<file path="config.mk">
export PLATFORM = sky130hd
export DESIGN_NAME = dcpl_dynamic_drain_flat
export DESIGN_NICKNAME = d
export VERILOG_FILES = /design/src/rtl/lynxTypes.sv /design/src/rtl/dcpl_dynamic_drain_if.sv /design/src/rtl/dcpl_pkt_tracker.sv /design/src/rtl/dcpl_dynamic_drain.sv /design/src/flat_wrapper.sv
export SDC_FILE = /design/constraint.sdc
export NUM_CORES = 1
export LEC_CHECK = 0
export BUFFER_PORTS_ARGS = -buffer_cell sky130_fd_sc_hd__buf_2
export CAP_MARGIN = 10
export CORE_MARGIN = 8
export CORE_UTILIZATION = 59
export CTS_CLUSTER_DIAMETER = 200
export DETAILED_ROUTE_END_ITERATION = 10
export PLACE_DENSITY = 0.81
export SYNTH_ARGS = -nofsm -noshare
export SYNTH_HDL_FRONTEND = slang
export SYNTH_SLANG_ARGS = --single-unit
</file>
<file path="constraint.sdc">
create_clock -name aclk -period 5.1 [get_ports aclk]
set_clock_uncertainty 0.2 [all_clocks]
set_input_delay 1.02 -clock aclk [delete_from_list [all_inputs] [get_ports aclk]]
set_output_delay 1.02 -clock aclk [all_outputs]
set_load 0.02 [all_outputs]
</file>
<file path="src/rtl/lynxTypes.sv">
// Shared types and defaults for the dynamic-region decoupler.
package lynxTypes;

  typedef enum logic [1:0] {
    DCPL_IDLE     = 2'd0,
    DCPL_DRAIN    = 2'd1,
    DCPL_QUIESCED = 2'd2
  } dcpl_state_t;

  localparam int DCPL_OUTST_BITS   = 6;
  localparam int DCPL_TIMEOUT      = 65535;
  localparam int DCPL_TIMEOUT_BITS = 16;

endpackage

</file>
<file path="src/rtl/dcpl_dynamic_drain_if.sv">
// Handshake bundle of one user stream channel: DMA rd/wr requests plus both AXIS directions.
interface dcpl_dynamic_drain_if;

  logic s_rd_valid, s_rd_ready, m_rd_valid, m_rd_ready, rd_done;
  logic s_wr_valid, s_wr_ready, m_wr_valid, m_wr_ready, wr_done;
  logic s_out_tvalid, s_out_tready, s_out_tlast;
  logic m_out_tvalid, m_out_tready, m_out_tlast;
  logic s_in_tvalid, s_in_tready, s_in_tlast;
  logic m_in_tvalid, m_in_tready, m_in_tlast;

  // slave: the drain block; master: the user logic and shell around it.
  modport slave (
    input  s_rd_valid, m_rd_ready, rd_done,
    input  s_wr_valid, m_wr_ready, wr_done,
    input  s_out_tvalid, s_out_tlast, m_out_tready,
    input  s_in_tvalid, s_in_tlast, m_in_tready,
    output s_rd_ready, m_rd_valid, s_wr_ready, m_wr_valid,
    output s_out_tready, m_out_tvalid, m_out_tlast,
    output s_in_tready, m_in_tvalid, m_in_tlast
  );

  modport master (
    output s_rd_valid, m_rd_ready, rd_done,
    output s_wr_valid, m_wr_ready, wr_done,
    output s_out_tvalid, s_out_tlast, m_out_tready,
    output s_in_tvalid, s_in_tlast, m_in_tready,
    input  s_rd_ready, m_rd_valid, s_wr_ready, m_wr_valid,
    input  s_out_tready, m_out_tvalid, m_out_tlast,
    input  s_in_tready, m_in_tvalid, m_in_tlast
  );

endinterface

</file>
<file path="src/rtl/dcpl_pkt_tracker.sv">
// Tracks whether an AXIS packet is open and blocks new packet starts while gated.
module dcpl_pkt_tracker (
  input  logic aclk,
  input  logic aresetn,
  input  logic gate_i,
  input  logic s_tvalid_i,
  output logic s_tready_o,
  input  logic s_tlast_i,
  output logic m_tvalid_o,
  input  logic m_tready_i,
  output logic m_tlast_o,
  output logic mid_o
);

  logic mid_q, mid_d;
  logic block, beat;

  // An open packet is never cut: only a start (mid = 0) is held back.
  assign block      = gate_i & ~mid_q;
  assign m_tvalid_o = s_tvalid_i & ~block;
  assign s_tready_o = m_tready_i & ~block;
  assign m_tlast_o  = s_tlast_i;
  assign beat       = m_tvalid_o & m_tready_i;
  assign mid_d      = beat ? ~s_tlast_i : mid_q;
  assign mid_o      = mid_q;

  // NOTE: sequential state uses non-blocking assignments so all flops sample pre-edge values.
  always_ff @(posedge aclk or negedge aresetn) begin
    if (!aresetn) mid_q <= 1'b0;
    else          mid_q <= mid_d;
  end

endmodule

</file>
<file path="src/rtl/dcpl_dynamic_drain.sv">
// Quiesces one user stream channel on decouple_req before the static side isolates the region.
module dcpl_dynamic_drain
  import lynxTypes::*;
#(
  parameter int OUTST_BITS   = DCPL_OUTST_BITS,
  parameter int TIMEOUT      = DCPL_TIMEOUT,
  parameter int TIMEOUT_BITS = DCPL_TIMEOUT_BITS
) (
  input  logic                aclk,
  input  logic                aresetn,
  input  logic                decouple_req,
  output logic                decouple_ack,
  output logic                drain_timeout,
  dcpl_dynamic_drain_if.slave bus
);

  localparam logic [OUTST_BITS-1:0]   CNT_MAX     = '1;
  localparam logic [OUTST_BITS-1:0]   CNT_ONE     = OUTST_BITS'(1);
  localparam logic [TIMEOUT_BITS-1:0] TIMER_ONE   = TIMEOUT_BITS'(1);
  localparam logic [TIMEOUT_BITS-1:0] TIMER_LIMIT = TIMEOUT_BITS'(TIMEOUT);

  dcpl_state_t             state_q, state_d;
  logic [OUTST_BITS-1:0]   rd_cnt_q, rd_cnt_d, wr_cnt_q, wr_cnt_d;
  logic [TIMEOUT_BITS-1:0] timer_q, timer_d, timer_inc;
  logic                    ack_q, timeout_q, timeout_d;
  logic                    idle, rd_full, wr_full, rd_hs, wr_hs;
  logic                    out_mid, in_mid, drained, timer_expired;

  function automatic logic [OUTST_BITS-1:0] cnt_next(logic [OUTST_BITS-1:0] cnt,
                                                      logic inc, logic done);
    logic dec;
    dec = done & (cnt != '0);
    case ({inc, dec})
      2'b10:   cnt_next = cnt + CNT_ONE;
      2'b01:   cnt_next = cnt - CNT_ONE;
      default: cnt_next = cnt;
    endcase
  endfunction

  // Gating follows the registered state, so a handshake in the req-rise cycle still counts.
  assign idle    = (state_q == DCPL_IDLE);
  assign rd_full = (rd_cnt_q == CNT_MAX);
  assign wr_full = (wr_cnt_q == CNT_MAX);

  // valid is held back at full count too, so the shell never sees a request we cannot count.
  assign bus.m_rd_valid = idle & ~rd_full & bus.s_rd_valid;
  assign bus.s_rd_ready = idle & ~rd_full & bus.m_rd_ready;
  assign bus.m_wr_valid = idle & ~wr_full & bus.s_wr_valid;
  assign bus.s_wr_ready = idle & ~wr_full & bus.m_wr_ready;
  assign rd_hs          = bus.m_rd_valid & bus.m_rd_ready;
  assign wr_hs          = bus.m_wr_valid & bus.m_wr_ready;
  assign rd_cnt_d       = cnt_next(rd_cnt_q, rd_hs, bus.rd_done);
  assign wr_cnt_d       = cnt_next(wr_cnt_q, wr_hs, bus.wr_done);

  dcpl_pkt_tracker u_out_trk (
    .aclk       (aclk),
    .aresetn    (aresetn),
    .gate_i     (~idle),
    .s_tvalid_i (bus.s_out_tvalid),
    .s_tready_o (bus.s_out_tready),
    .s_tlast_i  (bus.s_out_tlast),
    .m_tvalid_o (bus.m_out_tvalid),
    .m_tready_i (bus.m_out_tready),
    .m_tlast_o  (bus.m_out_tlast),
    .mid_o      (out_mid)
  );

  dcpl_pkt_tracker u_in_trk (
    .aclk       (aclk),
    .aresetn    (aresetn),
    .gate_i     (~idle),
    .s_tvalid_i (bus.s_in_tvalid),
    .s_tready_o (bus.s_in_tready),
    .s_tlast_i  (bus.s_in_tlast),
    .m_tvalid_o (bus.m_in_tvalid),
    .m_tready_i (bus.m_in_tready),
    .m_tlast_o  (bus.m_in_tlast),
    .mid_o      (in_mid)
  );

  assign drained       = (rd_cnt_q == '0) && (wr_cnt_q == '0) && !out_mid && !in_mid;
  assign timer_inc     = timer_q + TIMER_ONE;
  assign timer_expired = (TIMEOUT != 0) && (timer_inc == TIMER_LIMIT);

  // NOTE: every always_comb output is defaulted first so no latch can be inferred.
  always_comb begin
    state_d   = state_q;
    timer_d   = timer_q;
    timeout_d = timeout_q;
    unique case (state_q)
      DCPL_IDLE: begin
        if (decouple_req) begin
          state_d = DCPL_DRAIN;
          timer_d = '0;
        end
      end
      DCPL_DRAIN: begin
        timer_d = timer_inc;
        if (!decouple_req) state_d = DCPL_IDLE;
        else if (drained)  state_d = DCPL_QUIESCED;
        else if (timer_expired) begin
          state_d   = DCPL_QUIESCED;
          timeout_d = 1'b1;
        end
      end
      DCPL_QUIESCED: begin
        if (!decouple_req) state_d = DCPL_IDLE;
      end
      default: state_d = DCPL_IDLE;
    endcase
  end

  always_ff @(posedge aclk or negedge aresetn) begin
    if (!aresetn) begin
      state_q   <= DCPL_IDLE;
      rd_cnt_q  <= '0;
      wr_cnt_q  <= '0;
      timer_q   <= '0;
      ack_q     <= 1'b0;
      timeout_q <= 1'b0;
    end else begin
      state_q   <= state_d;
      rd_cnt_q  <= rd_cnt_d;
      wr_cnt_q  <= wr_cnt_d;
      timer_q   <= timer_d;
      ack_q     <= (state_d == DCPL_QUIESCED);
      timeout_q <= timeout_d;
    end
  end

  assign decouple_ack  = ack_q;
  assign drain_timeout = timeout_q;

endmodule

</file>
<file path="src/flat_wrapper.sv">
// flat-port wrapper written by rule: the top's interface ports become plain ports
module dcpl_dynamic_drain_flat import lynxTypes::*;
#(
  parameter int OUTST_BITS   = DCPL_OUTST_BITS,
  parameter int TIMEOUT      = DCPL_TIMEOUT,
  parameter int TIMEOUT_BITS = DCPL_TIMEOUT_BITS
)
  (aclk, aresetn, decouple_req, decouple_ack, drain_timeout, bus_s_rd_valid, bus_m_rd_ready, bus_rd_done, bus_s_wr_valid, bus_m_wr_ready, bus_wr_done, bus_s_out_tvalid, bus_s_out_tlast, bus_m_out_tready, bus_s_in_tvalid, bus_s_in_tlast, bus_m_in_tready, bus_s_rd_ready, bus_m_rd_valid, bus_s_wr_ready, bus_m_wr_valid, bus_s_out_tready, bus_m_out_tvalid, bus_m_out_tlast, bus_s_in_tready, bus_m_in_tvalid, bus_m_in_tlast);
  dcpl_dynamic_drain_if bus_i ();
  input  logic aclk;
  input  logic aresetn;
  input  logic decouple_req;
  output logic decouple_ack;
  output logic drain_timeout;
  input wire logic [$bits(bus_i.s_rd_valid)-1:0] bus_s_rd_valid;
  input wire logic [$bits(bus_i.m_rd_ready)-1:0] bus_m_rd_ready;
  input wire logic [$bits(bus_i.rd_done)-1:0] bus_rd_done;
  input wire logic [$bits(bus_i.s_wr_valid)-1:0] bus_s_wr_valid;
  input wire logic [$bits(bus_i.m_wr_ready)-1:0] bus_m_wr_ready;
  input wire logic [$bits(bus_i.wr_done)-1:0] bus_wr_done;
  input wire logic [$bits(bus_i.s_out_tvalid)-1:0] bus_s_out_tvalid;
  input wire logic [$bits(bus_i.s_out_tlast)-1:0] bus_s_out_tlast;
  input wire logic [$bits(bus_i.m_out_tready)-1:0] bus_m_out_tready;
  input wire logic [$bits(bus_i.s_in_tvalid)-1:0] bus_s_in_tvalid;
  input wire logic [$bits(bus_i.s_in_tlast)-1:0] bus_s_in_tlast;
  input wire logic [$bits(bus_i.m_in_tready)-1:0] bus_m_in_tready;
  output wire logic [$bits(bus_i.s_rd_ready)-1:0] bus_s_rd_ready;
  output wire logic [$bits(bus_i.m_rd_valid)-1:0] bus_m_rd_valid;
  output wire logic [$bits(bus_i.s_wr_ready)-1:0] bus_s_wr_ready;
  output wire logic [$bits(bus_i.m_wr_valid)-1:0] bus_m_wr_valid;
  output wire logic [$bits(bus_i.s_out_tready)-1:0] bus_s_out_tready;
  output wire logic [$bits(bus_i.m_out_tvalid)-1:0] bus_m_out_tvalid;
  output wire logic [$bits(bus_i.m_out_tlast)-1:0] bus_m_out_tlast;
  output wire logic [$bits(bus_i.s_in_tready)-1:0] bus_s_in_tready;
  output wire logic [$bits(bus_i.m_in_tvalid)-1:0] bus_m_in_tvalid;
  output wire logic [$bits(bus_i.m_in_tlast)-1:0] bus_m_in_tlast;
  assign bus_i.s_rd_valid = bus_s_rd_valid;
  assign bus_i.m_rd_ready = bus_m_rd_ready;
  assign bus_i.rd_done = bus_rd_done;
  assign bus_i.s_wr_valid = bus_s_wr_valid;
  assign bus_i.m_wr_ready = bus_m_wr_ready;
  assign bus_i.wr_done = bus_wr_done;
  assign bus_i.s_out_tvalid = bus_s_out_tvalid;
  assign bus_i.s_out_tlast = bus_s_out_tlast;
  assign bus_i.m_out_tready = bus_m_out_tready;
  assign bus_i.s_in_tvalid = bus_s_in_tvalid;
  assign bus_i.s_in_tlast = bus_s_in_tlast;
  assign bus_i.m_in_tready = bus_m_in_tready;
  assign bus_s_rd_ready = bus_i.s_rd_ready;
  assign bus_m_rd_valid = bus_i.m_rd_valid;
  assign bus_s_wr_ready = bus_i.s_wr_ready;
  assign bus_m_wr_valid = bus_i.m_wr_valid;
  assign bus_s_out_tready = bus_i.s_out_tready;
  assign bus_m_out_tvalid = bus_i.m_out_tvalid;
  assign bus_m_out_tlast = bus_i.m_out_tlast;
  assign bus_s_in_tready = bus_i.s_in_tready;
  assign bus_m_in_tvalid = bus_i.m_in_tvalid;
  assign bus_m_in_tlast = bus_i.m_in_tlast;
  dcpl_dynamic_drain #(.OUTST_BITS(OUTST_BITS), .TIMEOUT(TIMEOUT), .TIMEOUT_BITS(TIMEOUT_BITS)) u_core (.aclk(aclk), .aresetn(aresetn), .decouple_req(decouple_req), .decouple_ack(decouple_ack), .drain_timeout(drain_timeout), .bus(bus_i));
endmodule
</file>
==> run summary <==
======================================================================================
Run status ..............................................................    completed
Wire length per cell .................................................... 15.7 microns
Setup total negative slack ..............................................         0 ns
Portion of the post-synthesis area used by sequential elements ..........        36.7%
Worst slew pin tran .....................................................      1.11 ns
Post-CTS Repair Setup Buffers ...........................................            0
Avg Cell Area, Syn ......................................................   9.02 sq um
Post-DRT Antenna Nets ...................................................            0
Antenna diode count .....................................................            0
Drt initial violations ..................................................          133
Insertion delay to the later sink of the worst-skew pair ................      0.29 ns
Number of global-route vias before repair ...............................         1911
Max_cap viols ...........................................................            0
Number of levels in the clock H-tree ....................................            2
Worst slew margin .......................................................        25.5%
Power Density ...........................................................  386 nW/um^2
Area contributors post-synth ............................................ dfrtp_1 (37%), ha_1 (6.5%), o21ai_0 (5.6%)
Die Y-Extent ............................................................ 78.7 microns
Synth top area share ....................................................        36.7%
Number of enable flip-flop cells after synthesis ........................            0
Setup-violating endpoint count in the final report ......................            0
Post-synthesis compound-gate area fraction ..............................        20.1%
Most frequent cells in the layout ....................................... dfrtp_1 (34), o21ai_0 (26), buf_2 (26), nand2_1 (25), inv_1 (17)
Setup CP Type ...........................................................      reg2reg
Critical path arrival ...................................................      3.04 ns
Number of nets at the end of the flow ...................................          306
Share of post-route cells with drive strength above 1 ...................        17.4%
Critical Path Sink Type .................................................     register
Number of top-level pins ................................................           27
Routed length on met3 ...................................................  161 microns
Initial Utilization .....................................................        62.4%
Startpoint kind of the worst setup timing path ..........................     register
Antenna violations before repair ........................................            0
Min Clock Period, post-route ............................................      3.03 ns
Library cell contributing the largest single delay on the critical path .      dfrtp_1
Global placement routability congestion .................................        0.883
Post-CTS sizing .........................................................            0
Crit-path max cell delay ................................................      0.43 ns
Highest net fanout along the worst path .................................            6
Area taken by flip-flops and latches ....................................    851 sq um
Count of endpoints failing hold in the final timing report ..............            0
Port Buf Inserts ........................................................           26
Clock-pin transition on the worst setup and hold timing paths ...........      0.07 ns
FP Rows .................................................................           22
Core region area ........................................................   3720 sq um
Library cell with the largest summed area after synthesis ...............      dfrtp_1
Detailed-route vias per instance ........................................         6.01
Hold Crit Class .........................................................      reg2reg
Cell count after synthesis ..............................................          257
Multi-input gate area ...................................................   1320 sq um
Root buffer cell ........................................................     clkbuf_8
Final standard cell utilization of the core .............................        67.3%
Setup repair after global routing missed its margin .....................        false
Fraction of registers with async set/reset ..............................         100%
Pin count of the biggest net entering global routing ....................           35
Post-synth net total ....................................................          286
First-pass GRT wire length .............................................. 9010 microns
Number of buffers between clock root and the deepest sink ...............            2
Synth Flop Type .........................................................      dfrtp_1
Number of register bits inferred by synthesis ...........................           34
All-layer global routing usage ..........................................        17.6%
Cell area after technology mapping ......................................   2320 sq um
Yosys warns .............................................................            0
Leak Pwr ................................................................      1.14 nW
Width of the die ........................................................ 78.7 microns
Area share of xor/xnor cells in the synthesized design ..................        4.53%
First-pass DRT Iterations ...............................................            4
Number of buffers inserted during clock tree synthesis ..................            5
Leading cell type in the layout, fill and taps excluded .................      dfrtp_1
CTS tree ................................................................          yes
Required time of the critical path ......................................      5.12 ns
DRC errors left .........................................................            0
Share of cell area taken by muxes after synthesis .......................       0.432%
Chain of cells forming the critical path ................................ nor2_1, o31ai_1, nor2_1, nand2_1, ha_1, ha_1, nand2_1, o21ai_0, nand4_1, o211ai_1, xor2_1
Total gr overflow .......................................................            0
Dominant combinational cell family by area after synthesis .............. simple AND/OR/NAND/NOR gates
Fraction of the mapped netlist area in adder cells ......................        8.20%
Fill count ..............................................................          334
Unique masters post-synth ...............................................           51
Maximum clock rate ......................................................      330 MHz
Number of pins exceeding their max-slew limit in the final report .......            0
Routed metal-1 wirelength ............................................... 2460 microns
Met2 routed WL .......................................................... 2390 microns
Quantity of hold-fixing buffers added after cts .........................            0
Area of the die .........................................................   6190 sq um
Largest voltage drop on the vdd net .....................................       288 uV
Total via count in the routed design ....................................         1948
Layout-stage area growth over the synthesis result ......................        7.93%
Area share of and/or/nand/nor cells after synthesis .....................        23.4%
Number of sinks handled by clock tree synthesis .........................           34
Detail Placement HPWL ................................................... 3650 microns
Max layer used ..........................................................         met4
Period utilisation layout ...............................................        59.3%
Wire length after detailed routing ...................................... 5080 microns
======================================================================================
[registers in the layout, summed over array words and instances, names as in the netlist]
name and cells:
u_core.u_in_trk.mid_o 1, u_core.rd_cnt_q 6, u_core.u_out_trk.mid_o 1, u_core.drain_timeout 1, u_core.wr_cnt_q 6, u_core.timer_q 16
u_core.state_q 2, u_core.decouple_ack 1
[area by class of cell]
| class | count | share of cell area, % |
|---|---|---|
| Clock buffer | 6 | 3.30 |
| Multi-Input combinational cell | 193 | 52.5 |
| Sequential cell | 34 | 34.0 |
| Tap cell | 48 | 2.40 |
| Inverter | 17 | 2.55 |
| Timing Repair Buffer | 26 | 5.20 |
[cell usage after synthesis (4+ instances only)]
library cell	n
a21o_1	5
a21oi_1	7
a31oi_1	5
and3_1	5
buf_4	4
clkbuf_1	4
dfrtp_1	34
ha_1	12
inv_1	17
nand2_1	25
nand4_1	11
nor2_1	16
nor3_1	4
nor4_1	5
o21a_1	4
o21ai_0	26
o31ai_1	11
xnor2_1	5
xor2_1	7
[final timing paths]
| kind | endpoint | depth (start not counted) | slack [ns] | startpoint |
|---|---|---|---|---|
| setup / recovery | u_core.rd_cnt_q[5] | 11 | 2.07 | u_core.state_q[1] |
| hold / removal | u_core.drain_timeout | 2 | 0.27 | u_core.drain_timeout |
| setup reg to reg | u_core.rd_cnt_q[5] | 11 | 2.07 | u_core.state_q[1] |
| hold reg to reg | u_core.drain_timeout | 2 | 0.27 | u_core.drain_timeout |
| max in group asynchronous | u_core.timer_q[3] | 1 | 3.61 | aresetn |
| min in group asynchronous | u_core.rd_cnt_q[0] | 1 | 0.60 | aresetn |
[worst max-delay path, delay by kind of cell, from the launching register on]
family / cells / cell delay (ns)
simple gates: 5 / 0.87
compound gates: 3 / 0.66
fa+ha+maj: 2 / 0.63
flops: 1 / 0.43
xor+xnor: 1 / 0.16
[report_power, final]
| part | switching [mW] | internal [mW] | leakage, nW |
|---|---|---|---|
| Sequential | 0.0679 | 0.329 | 0.434 |
| Clock | 0.0972 | 0.104 | 0.0431 |
| Combinational | 0.209 | 0.159 | 0.665 |
| Total | 0.374 | 0.592 | 1.14 |
[kinds of logic after synthesis]
| logic type | after synthesis |
|---|---|
| muxes | 1 |
| AOI/OAI and AO/OA | 72 |
| adders and majority gates | 14 |
| xor gates and xnor gates | 12 |
| buffers and inverters | 30 |
| DFF | 34 |
| and+or+nand+nor | 94 |
[per-layer routing]
layer,track usage [%],up-vias
met4,6.11,0
met1,23.1,930
met5,0,-
met3,4.10,7
met2,27.8,40
li1,-,971
[metrics by stage]
stage	hold WS, ns	area, sq um	worst slack [ns]	total power, mW	cells
4_1_cts	0.271	2500	2.13	0.972	324
6_report	0.272	2500	2.07	0.965	324
5_1_grt	0.303	2500	1.83	1.04	324
2_1_floorplan	0.245	2320	2.07	0.674	257
3_3_place_gp	0.238	2420	2.09	0.748	318
3_5_place_dp	0.256	2420	2.03	0.768	318
(Power assumes the default switching activity.)
